**src/rtl/ext_mem_pkg.sv**
```systemverilog
// Shared types and AXI constants for the external-memory AXI bridge.
// Optional error counter is enabled by defining EXT_MEM_ERR_CNT_EN.
package ext_mem_pkg;

  typedef enum logic [2:0] {
    ST_IDLE,
    ST_AR,
    ST_R,
    ST_AW_W,
    ST_B,
    ST_DONE
  } state_e;

  localparam logic [1:0] BURST_INCR = 2'b01;
  localparam logic [3:0] CACHE_DEF  = 4'b0011;
  localparam logic [1:0] RESP_OKAY  = 2'b00;

  function automatic logic [2:0] axi_size(input int dw);
    return 3'($clog2(dw / 8));
  endfunction

endpackage

```
**src/rtl/rr_arbiter.sv**
```systemverilog
// Combinational round-robin pick: first requester at or after ptr.
// Used by ext_mem_axi_arb (EXT_MEM_ERR_CNT_EN has no effect here).
module rr_arbiter #(
  parameter int N  = 2,
  parameter int IW = (N > 1) ? $clog2(N) : 1
) (
  input  logic [N-1:0]  req,
  input  logic [IW-1:0] ptr,
  output logic [IW-1:0] gnt,
  output logic          any_req
);

  always_comb begin
    gnt     = '0;
    any_req = |req;
    // Walk offsets high to low so the nearest requester wins last.
    for (int off = N - 1; off >= 0; off--) begin
      automatic int j = int'(ptr) + off;
      if (j >= N) j = j - N;
      if (req[j]) gnt = IW'(j);
    end
  end

endmodule

```
**src/rtl/ext_mem_axi_arb.sv**
```systemverilog
// N-master native bus to single-beat AXI4 bridge with round-robin grant.
// Define EXT_MEM_ERR_CNT_EN to enable the non-OKAY response counter.
module ext_mem_axi_arb
  import ext_mem_pkg::*;
#(
  parameter int N_MASTERS = 2,
  parameter int ADDR_W    = 30,
  parameter int DATA_W    = 32,
  parameter int AXI_ID_W  = 3
) (
  input  logic                        clk,
  input  logic                        rst,
  input  logic [N_MASTERS-1:0]        m_valid,
  input  logic [N_MASTERS*ADDR_W-1:0] m_addr,
  input  logic [N_MASTERS*DATA_W-1:0] m_wdata,
  input  logic [N_MASTERS*DATA_W/8-1:0] m_wstrb,
  output logic [N_MASTERS*DATA_W-1:0] m_rdata,
  output logic [N_MASTERS-1:0]        m_ready,
  output logic [AXI_ID_W-1:0]         axi_awid,
  output logic [ADDR_W-1:0]           axi_awaddr,
  output logic [7:0]                  axi_awlen,
  output logic [2:0]                  axi_awsize,
  output logic [1:0]                  axi_awburst,
  output logic                        axi_awlock,
  output logic [3:0]                  axi_awcache,
  output logic [2:0]                  axi_awprot,
  output logic [3:0]                  axi_awqos,
  output logic                        axi_awvalid,
  input  logic                        axi_awready,
  output logic [DATA_W-1:0]           axi_wdata,
  output logic [DATA_W/8-1:0]         axi_wstrb,
  output logic                        axi_wlast,
  output logic                        axi_wvalid,
  input  logic                        axi_wready,
  input  logic [AXI_ID_W-1:0]         axi_bid,
  input  logic [1:0]                  axi_bresp,
  input  logic                        axi_bvalid,
  output logic                        axi_bready,
  output logic [AXI_ID_W-1:0]         axi_arid,
  output logic [ADDR_W-1:0]           axi_araddr,
  output logic [7:0]                  axi_arlen,
  output logic [2:0]                  axi_arsize,
  output logic [1:0]                  axi_arburst,
  output logic                        axi_arlock,
  output logic [3:0]                  axi_arcache,
  output logic [2:0]                  axi_arprot,
  output logic [3:0]                  axi_arqos,
  output logic                        axi_arvalid,
  input  logic                        axi_arready,
  input  logic [AXI_ID_W-1:0]         axi_rid,
  input  logic [DATA_W-1:0]           axi_rdata,
  input  logic [1:0]                  axi_rresp,
  input  logic                        axi_rlast,
  input  logic                        axi_rvalid,
  output logic                        axi_rready,
  output logic [15:0]                 err_cnt,
  input  logic                        err_clr
);

  localparam int IW = (N_MASTERS > 1) ? $clog2(N_MASTERS) : 1;
  localparam int SW = DATA_W / 8;

  state_e              state, state_n;
  logic [IW-1:0]       idx, ptr, gnt;
  logic                any_req;
  logic [ADDR_W-3:0]   addr_q;
  logic [DATA_W-1:0]   wdata_q, rdata_q;
  logic [SW-1:0]       wstrb_q, wstrb_sel;
  logic                aw_done, w_done;

  rr_arbiter #(.N(N_MASTERS), .IW(IW)) u_arb (
    .req     (m_valid),
    .ptr     (ptr),
    .gnt     (gnt),
    .any_req (any_req)
  );

  assign wstrb_sel = m_wstrb[gnt*SW +: SW];

  always_ff @(posedge clk or posedge rst) begin
    if (rst) begin
      state   <= ST_IDLE;
      idx     <= '0;
      ptr     <= '0;
      addr_q  <= '0;
      wdata_q <= '0;
      wstrb_q <= '0;
      rdata_q <= '0;
      aw_done <= 1'b0;
      w_done  <= 1'b0;
    end else begin
      state <= state_n;
      unique case (state)
        ST_IDLE: if (any_req) begin
          idx     <= gnt;
          addr_q  <= m_addr[gnt*ADDR_W+2 +: ADDR_W-2];
          wdata_q <= m_wdata[gnt*DATA_W +: DATA_W];
          wstrb_q <= wstrb_sel;
          rdata_q <= '0;
          aw_done <= 1'b0;
          w_done  <= 1'b0;
        end
        ST_R: if (axi_rvalid) rdata_q <= axi_rdata;
        ST_AW_W: begin
          if (axi_awready) aw_done <= 1'b1;
          if (axi_wready)  w_done  <= 1'b1;
        end
        ST_DONE: ptr <= (idx == IW'(N_MASTERS - 1)) ? '0 : idx + 1'b1;
        default: ;
      endcase
    end
  end

  always_comb begin
    state_n     = state;
    axi_arvalid = 1'b0;
    axi_rready  = 1'b0;
    axi_awvalid = 1'b0;
    axi_wvalid  = 1'b0;
    axi_bready  = 1'b0;
    m_ready     = '0;
    m_rdata     = '0;
    unique case (state)
      ST_IDLE: if (any_req) state_n = (wstrb_sel == '0) ? ST_AR : ST_AW_W;
      ST_AR: begin
        axi_arvalid = 1'b1;
        if (axi_arready) state_n = ST_R;
      end
      ST_R: begin
        axi_rready = 1'b1;
        if (axi_rvalid) state_n = ST_DONE;
      end
      ST_AW_W: begin
        axi_awvalid = !aw_done;
        axi_wvalid  = !w_done;
        if ((aw_done || axi_awready) && (w_done || axi_wready))
          state_n = ST_B;
      end
      ST_B: begin
        axi_bready = 1'b1;
        if (axi_bvalid) state_n = ST_DONE;
      end
      ST_DONE: begin
        m_ready[idx]                 = 1'b1;
        m_rdata[idx*DATA_W +: DATA_W] = rdata_q;
        state_n                      = ST_IDLE;
      end
      default: state_n = ST_IDLE;
    endcase
  end

  assign axi_awid    = AXI_ID_W'(idx);
  assign axi_awaddr  = {addr_q, 2'b00};
  assign axi_awlen   = 8'd0;
  assign axi_awsize  = axi_size(DATA_W);
  assign axi_awburst = BURST_INCR;
  assign axi_awlock  = 1'b0;
  assign axi_awcache = CACHE_DEF;
  assign axi_awprot  = 3'b000;
  assign axi_awqos   = 4'd0;
  assign axi_wdata   = wdata_q;
  assign axi_wstrb   = wstrb_q;
  assign axi_wlast   = 1'b1;
  assign axi_arid    = AXI_ID_W'(idx);
  assign axi_araddr  = {addr_q, 2'b00};
  assign axi_arlen   = 8'd0;
  assign axi_arsize  = axi_size(DATA_W);
  assign axi_arburst = BURST_INCR;
  assign axi_arlock  = 1'b0;
  assign axi_arcache = CACHE_DEF;
  assign axi_arprot  = 3'b000;
  assign axi_arqos   = 4'd0;

`ifdef EXT_MEM_ERR_CNT_EN
  logic        err_hit;
  logic [15:0] err_q;

  assign err_hit =
    (state == ST_R && axi_rvalid && axi_rresp != RESP_OKAY) ||
    (state == ST_B && axi_bvalid && axi_bresp != RESP_OKAY);

  // Clear takes priority over a coincident error.
  always_ff @(posedge clk or posedge rst) begin
    if (rst)
      err_q <= '0;
    else if (err_clr)
      err_q <= '0;
    else if (err_hit && err_q != 16'hFFFF)
      err_q <= err_q + 16'd1;
  end

  assign err_cnt = err_q;

  logic unused_ok;
  assign unused_ok = ^{axi_bid, axi_rid, axi_rlast};
`else
  assign err_cnt = '0;

  logic unused_ok;
  assign unused_ok = ^{axi_bid, axi_rid, axi_rlast,
                       axi_rresp, axi_bresp, err_clr};
`endif

endmodule

```
**config.mk**
```make
export PLATFORM = sky130hd
export DESIGN_NAME = ext_mem_axi_arb
export DESIGN_NICKNAME = d
export VERILOG_FILES = /design/src/rtl/ext_mem_pkg.sv /design/src/rtl/rr_arbiter.sv /design/src/rtl/ext_mem_axi_arb.sv
export SDC_FILE = /design/constraint.sdc
export NUM_CORES = 1
export LEC_CHECK = 0
export CAP_MARGIN = 30
export CORE_AREA = 8 8 161 163
export DETAILED_ROUTE_END_ITERATION = 8
export DIE_AREA = 0 0 169 171
export DONT_BUFFER_PORTS = 1
export PLACE_DENSITY = 0.44
export REMOVE_ABC_BUFFERS = 1
export SLEW_MARGIN = 10
export SYNTH_ARGS = -nofsm -noshare
export SYNTH_HDL_FRONTEND = slang
export SYNTH_SLANG_ARGS = --single-unit
```
**constraint.sdc**
```tcl
create_clock -name clk -period 3.7 [get_ports clk]
set_input_delay 0.925 -clock clk [delete_from_list [all_inputs] [get_ports clk]]
set_output_delay 0.925 -clock clk [all_outputs]
set_load 0.01 [all_outputs]
```
== Word-level counts from Yosys, hierarchy flattened ==
Index checks and enable logic that the tools add are counted.
Cells by class
  shift-type cells: 5
  equal/unequal tests: 12
  muxes and demuxes: 35
  $add $sub $neg: 6
  order comparisons: 6
  bitwise logic cells: 1
  reduce and logical (&&, ||, !) cells: 16
  $mul: 1
Operators with widths (number)
  two-way mux 32 bit: 4
  AND 64 bit: 1
  less-than comparator 32 x 3 -> 1 bit, second input constant: 2
  two-way mux 64 bit: 1
  case mux 32 bit (2 select lines): 1
  variable shift 32 x 34 -> 64 bit, first input constant: 1
  indexed part select 32 x 34 -> 64 bit: 1
  indexed part select 64 x 7 -> 32 bit: 1
  indexed part select 60 x 8 -> 28 bit: 1
  negator 6 -> 34 bit: 1
  greater-or-equal comparator 32 x 3 -> 1 bit, second input constant: 1
  subtractor 32 x 3 -> 32 bit, second input constant: 1
  two-way mux 1 bit: 18
  two-way mux 3 bit: 5
  case mux 3 bit (5 select lines): 1
  inequality test 2 bit, second input constant: 7
  AND reduction 3 bit: 3
  indexed part select 8 x 4 -> 4 bit: 1
  adder 6 x 2 -> 7 bit, second input constant: 1
  equality test 3 x 2 -> 1 bit, second input constant: 2
  equality test 3 bit, second input constant: 2
  multiplier 1 x 4 -> 5 bit, second input constant: 1
  AND reduction 5 bit: 1
  zero test 4 bit: 1
  17 further kinds: 23
Storage, ports and cells
  output and inout port bits: 240
  bits in registers: 103
  logic and storage cells: 91

== Logic depth before layout (Yosys ltp) ==
Gate-level depths: netlist of the first run.
  depth after elaboration: 13
  mapped depth: 7

== Cells and area by module ==
Synthesis of the first run repeated with hierarchy kept, for this count alone.
Second synthesis, totals
  cell total of the unflattened synthesis: 582
  area, all modules: 5715.5 um2
By module, submodules not included
  ext_mem_axi_arb: sequential area each 2577.5 um2, cells each 579, instances 1, area an instance 5698.0 um2
  rr_arbiter: sequential area each 0.0 um2, cells each 3, instances 1, area an instance 17.5 um2

== Worst setup path after synthesis of the first run ==
No wires, ideal clock.
  path kind: register -> output
  start point: register state[1]
  end point: output port m_rdata[55]
  stages on the path, launching flop included: 6
  arrival time: 1.350 ns
  path slack: 1.425 ns
  path buffers: 2
  required time: 2.775 ns
  cells stage by stage: dfrtp_1 -> buf_2 -> inv_1 -> and4_1 -> clkbuf_1 -> and2_1
Between the ends
  word-level cells in the longest chain between the ends: 2
RTL lines
  from (decl): RTL line ext_mem_axi_arb.sv:63  | state_e state, state_n;
  from (signal assigned): RTL line ext_mem_axi_arb.sv:92  | state <= state_n;
  equality test 3 bit: RTL line ext_mem_axi_arb.sv:123  | unique case (state)
  two-way mux 64 bit: RTL line ext_mem_axi_arb.sv:123
  to (decl): RTL line ext_mem_axi_arb.sv:17  | output logic [N_MASTERS*DATA_W-1:0] m_rdata,
Every way passes these cells.

== Worst setup path in the final report of the first run ==
  start point: register state[0]
  end point: output port m_rdata[5]
The elaborated chain is that of the path after synthesis.

==> results of run 1 <==
layer usage:
| layer | vias up | wire length [um] | part of all wire (%) | global-route usage [%] |
|---|---|---|---|---|
| met4 | 0 | 151 | 0.85 | 2.809 |
| met3 | 10 | 2208 | 12 | 5.808 |
| met5 | - | 0 | 0 | 0 |
| met2 | 239 | 8650 | 49 | 19.76 |
| met1 | 1817 | 6815 | 38 | 13.14 |
| li1 | 1848 | - | - | - |
through the flow:
stage / TNS [ns] / std cells / cell area (sq um)
detailed placement: 0 / 907 / 5822
global route: 0 / 924 / 6151
CTS: 0 / 923 / 6136
floorplan: -71.58 / 578 / 5281
finish: 0 / 924 / 6151
global placement: 0 / 907 / 5822
worst reg2reg max path: stages, from the launching register on:
cell	delay (ns)
dfrtp_1	0.38
nand2b_1	0.20
nand2_4	0.61
buf_4	0.38
mux2i_1	0.23
o21ai_0	0.09
worst min-delay path by stage:
stage	end	cells past startpoint	start	slack (ns)
floorplan	ptr	2	ptr	0.45
global placement	ptr	2	ptr	0.50
detailed placement	ptr	2	ptr	0.50
CTS	addr_q[3]	1	rst	0.50
global route	addr_q[23]	1	rst	0.52
finish	addr_q[3]	1	rst	0.50
cell type report:
| class | count | area share [%] |
|---|---|---|
| Clock buffer | 10 | 3.885 |
| Clock inverter | 6 | 1.221 |
| Inverter | 4 | 0.2848 |
| Multi-Input combinational cell | 471 | 44.14 |
| Sequential cell | 103 | 41.90 |
| Tap cell | 319 | 6.489 |
| Timing Repair Buffer | 11 | 2.075 |
state kept, by name (all words and copies together), names as in the netlist:
name and count:
axi_wdata 32, rdata_q 32, addr_q 28, axi_wstrb 4, state 3, aw_done 1
idx 1, ptr 1, w_done 1
where the power goes:
part / leakage [nW] / internal [W] / total [W] / switching, W
Sequential: 1.30 / 0.00164 / 0.00243 / 0.000789
Combinational: 1.60 / 0.000508 / 0.00136 / 0.000848
Clock: 0.152 / 0.000555 / 0.00102 / 0.000467
kinds of logic after synthesis:
family,share of synthesized area (%)
mux,10.57
compound gates,7.202
simple gates,21.94
buf+inv,17.66
flops,42.51
other cells,0.1239
synth_stat cells, types with 2 or more instances:
cell type  number  area share, %
a21oi_1         8           0.66
and2_1         64            6.6
and3_1          2           0.21
buf_2          17            1.4
buf_4         106             13
buf_6           7            1.3
buf_8           3           0.74
clkbuf_1       11           0.68
clkbuf_2        2           0.17
conb_1          2           0.12
dfrtp_1       103             43
inv_1           4           0.25
mux2i_1        64             11
nand2_1       132            8.2
nand2b_1        3           0.31
nand3_1         3           0.25
nand3_2        30            5.0
nor2_1          9           0.56
nor3_1          2           0.17
o21ai_0        14            1.2
o21ai_1        53            4.4
o21bai_1        2           0.25
==> flow_summary.json, run 1 <==
{
  "required_ns": 2.77,
  "clock-root-buffer": "clkbuf_16",
  "synth_seq_area_share_pct": 42.51,
  "crit_path_max_incr_delay_ns": 0.57,
  "dr.pass1.iters": 4,
  "synth_ff_type": "dfrtp_1",
  "yosysWarnings": 0,
  "wire_per_inst_um": 19.29,
  "rsz0062_at_grt": "no",
  "synthCells": 651,
  "cp_slowest_cell": "dfrtp_1",
  "dieArea_sq_mm": 0.02890,
  "layout.nets": 785,
  "preCtsSetupSlack_ns": 0.9716,
  "timing.fmax_mhz": 351.3,
  "peakVddDrop_mv": 0.3312,
  "crit_end": "m_rdata[5]",
  "dp_hpwl_um": 13890,
  "p_per_area_mw_per_mm2": 782.1,
  "vias_per_cell": 4.236,
  "drtIter0Drc": 192,
  "layout_common_cells": "131 x nand2_1, 103 x dfrtp_1, 75 x conb_1",
  "grt_max_degree": 119,
  "antenna_found_initial": 0,
  "postRouteAntennaNets": 0,
  "maxCapViolCount": 0,
  "critPathLaunchType": "flip-flop",
  "areaGrowthSynthToFinish_pct": 1.445,
  "seqCellArea_sq_mm": 0.002577,
  "die_h_um": 171,
  "fin_crit_sh_pct": 76.92,
  "critPathLaunch": "state[0]",
  "p_leak_nw": 3.052,
  "drv_slew": 0,
  "grt-ovfl-total": 0,
  "reg2reg_to": "axi_wdata[17]",
  "syn_area_sq_mm": 0.006063,
  "routed-via-count": 3914,
  "ys_ff_latch": 103,
  "relSlewSlack_pct": 44.45,
  "clock_sink_count": 103,
  "crit_family": "flip-flops",
  "path_buf_inv": 2,
  "htreeDepth": 3,
  "synth-edff-count": 0,
  "gp_congestion": 0.7125,
  "rows": 56,
  "crit_arrival_ns": 1.92,
  "postCtsHoldBufs": 0,
  "power_w": 0.004811,
  "period_needed_ns": 2.846,
  "synth_cell_types": 32,
  "die_w_um": 169,
  "multi_input_area_sq_mm": 0.002715,
  "cts_tree": "done",
  "cts_buffers": 9,
  "finalSetupViolations": 0,
  "finalHoldViolCount": 0,
  "async_reset_ff_share_pct": 100.0,
  "path_max_fanout": 33,
  "grt_pass1_vias": 4157,
  "grt_first_pass_wirelength_um": 26160,
  "portBuffers": 0,
  "cp_cell_sequence": "inv_1 > nor4b_4 > buf_4 > and2_1",
  "rr_worst_depth": 5,
  "drc": 0,
  "timing.rr.start": "ptr",
  "cts.clk_slew.worst_paths_ns": 0.08,
  "ctsResizeCount": 0,
  "fin_util_pct": 26.44,
  "post-cts-setup-buffers": 0,
  "design.core.area_sq_mm": 0.02326,
  "skew_ns": 0.01010,
  "grt_use_total_pct": 11.73,
  "syn_area_per_cell_sq_um": 9.314,
  "worst_pin_slew_ns": 0.8332,
  "insertion_delay_ns": 0.34,
  "start_util_pct": 26.06,
  "r2r_slack_ns": 1.68,
  "hold_class": "primary input to asynchronous set/reset pin",
  "endpoint_kind": "output pin",
  "status": "finished clean",
  "layout_commonest_cell": "nand2_1",
  "cp.depth": 4,
  "drive_gt1_share_pct": 10.41,
  "diodes": 0,
  "crit_type": "flip-flop to output pin",
  "ios": 425,
  "cts_buffer_depth": 2,
  "finalWorstSetupSlack_ns": 0.8538,
  "routed_wirelength_um": 17830,
  "hold_slack_ns": 0.4959,
  "fillers": 2524
}
No activity file was read; power rests on OpenSTA's default activity.
==> run 2, diff against run 1 <==
--- a/config.mk
+++ b/config.mk
@@ -10,7 +10,7 @@
 export DETAILED_ROUTE_END_ITERATION = 8
 export DIE_AREA = 0 0 169 171
 export DONT_BUFFER_PORTS = 1
-export PLACE_DENSITY = 0.44
+export PLACE_DENSITY = 0.42
 export REMOVE_ABC_BUFFERS = 1
 export SLEW_MARGIN = 10
 export SYNTH_ARGS = -nofsm -noshare
==> constraint.sdc (replaced) <==
create_clock -name clk -period 2.95 [get_ports clk]
set_input_delay 0.7375 -clock clk [delete_from_list [all_inputs] [get_ports clk]]
set_output_delay 0.7375 -clock clk [all_outputs]
set_load 0.01 [all_outputs]
==> flow_summary.json, run 2 (synthesis gave the netlist of run 1 again) <==
{
  "status": "finished clean",
  "finalWorstSetupSlack_ns": 0.4152,
  "clock_sink_count": 103,
  "routed-via-count": 3963,
  "grt_first_pass_wirelength_um": 25540,
  "wire_per_inst_um": 18.73,
  "portBuffers": 0,
  "crit_arrival_ns": 1.80,
  "timing.rr.start": "state[2]",
  "peakVddDrop_mv": 0.3382,
  "crit_type": "flip-flop to output pin",
  "rsz0062_at_grt": "no",
  "ctsResizeCount": 0,
  "period_needed_ns": 2.535,
  "r2r_slack_ns": 1.10,
  "finalSetupTns_ns": 0,
  "critPathLaunchType": "flip-flop",
  "htreeDepth": 3,
  "dp_hpwl_um": 13770,
  "rows": 56,
  "layout_commonest_cell": "nand2_1",
  "hold_slack_ns": 0.1749,
  "fin_crit_sh_pct": 85.93,
  "grt_max_degree": 62,
  "cts.clk_slew.worst_paths_ns": 0.08,
  "diodes": 0,
  "p_per_area_mw_per_mm2": 988.2,
  "cts_tree": "done",
  "finalSetupViolations": 0,
  "dr.pass1.iters": 4,
  "skew_ns": 0.01128,
  "multi_input_area_sq_mm": 0.002715,
  "gp_congestion": 0.7359,
  "drtIter0Drc": 136,
  "postRouteAntennaNets": 0,
  "layout.nets": 786,
  "required_ns": 2.21,
  "clock-root-buffer": "clkbuf_16",
  "areaGrowthSynthToFinish_pct": 1.857,
  "maxCapViolCount": 0,
  "grt-ovfl-total": 0,
  "vias_per_cell": 4.284,
  "endpoint_kind": "output pin",
  "path_max_fanout": 33,
  "antenna_found_initial": 0,
  "drive_gt1_share_pct": 10.56,
  "p_leak_nw": 3.065,
  "hold_class": "primary input to asynchronous set/reset pin",
  "die_h_um": 171,
  "reg2reg_to": "rdata_q[29]",
  "cp_slowest_cell": "dfrtp_1",
  "cp_cell_sequence": "inv_1 > and4_1 > buf_4 > and2_1",
  "postCtsHoldBufs": 0,
  "routed_wirelength_um": 17330,
  "drc": 0,
  "finalHoldViolCount": 0,
  "seqCellArea_sq_mm": 0.002577,
  "final_cell_area_sq_mm": 0.006176,
  "grt_pass1_vias": 4303,
  "dieArea_sq_mm": 0.02890,
  "cts_buffer_depth": 2,
  "crit_path_max_incr_delay_ns": 0.53,
  "fillers": 2507,
  "cts_buffers": 9,
  "start_util_pct": 26.06,
  "design.core.area_sq_mm": 0.02326,
  "path_buf_inv": 2,
  "postPlaceCellArea_sq_mm": 0.005862,
  "drv_slew": 0,
  "grt_use_total_pct": 11.27,
  "layout_common_cells": "131 x nand2_1, 103 x dfrtp_1, 75 x conb_1",
  "preCtsSetupSlack_ns": 0.7885,
  "fin_util_pct": 26.55,
  "post-cts-setup-buffers": 0,
  "rr_worst_depth": 5,
  "die_w_um": 169,
  "ios": 425,
  "timing.fmax_mhz": 394.5,
  "insertion_delay_ns": 0.35,
  "crit_family": "flip-flops"
}
==> run 2: how the worst max path moves through the flow <==
stage | start | endpoint | slack [ns] | cells past startpoint
6_report | state[1] | m_rdata[61] | 0.42 | 4
5_1_grt | state[1] | m_rdata[61] | 0.24 | 4
4_1_cts | state[1] | m_rdata[50] | 0.38 | 4
3_5_place_dp | state[1] | m_rdata[50] | 0.79 | 4
3_3_place_gp | state[1] | m_rdata[50] | 0.82 | 4
2_1_floorplan | m_valid[0] | addr_q[27] | -1.49 | 3
==> run 2: cell type report <==
| type | count | area share, % |
|---|---|---|
| multi-input combinational | 471 | 43.96 |
| clock buffer | 10 | 3.870 |
| timing repair buffer | 12 | 2.472 |
| clock inverter | 6 | 1.216 |
| tap | 319 | 6.463 |
| inverter | 4 | 0.2836 |
| sequential | 103 | 41.73 |
==> run 2: power breakdown <==
group	switching [W]	internal, W
combinational	0.00109	0.000667
clock	0.000578	0.000696
sequential	0.00101	0.00206
total	0.00268	0.00342
==> run 2: per-stage QoR <==
stage | total power (W) | instances
6_report | 0.006103 | 925
3_5_place_dp | 0.004929 | 909
2_1_floorplan | 0.004222 | 578
5_1_grt | 0.006632 | 925
4_1_cts | 0.006246 | 925
3_3_place_gp | 0.004845 | 908
==> run 2: layer usage <==
| layer | global-route usage [%] | up-vias | routed length (um) |
|---|---|---|---|
| met2 | 19.48 | 267 | 8622 |
| met5 | 0 | - | 0 |
| met4 | 3.925 | 0 | 192 |
| met1 | 12.23 | 1835 | 6370 |
| met3 | 4.840 | 9 | 2143 |
| li1 | - | 1852 | - |
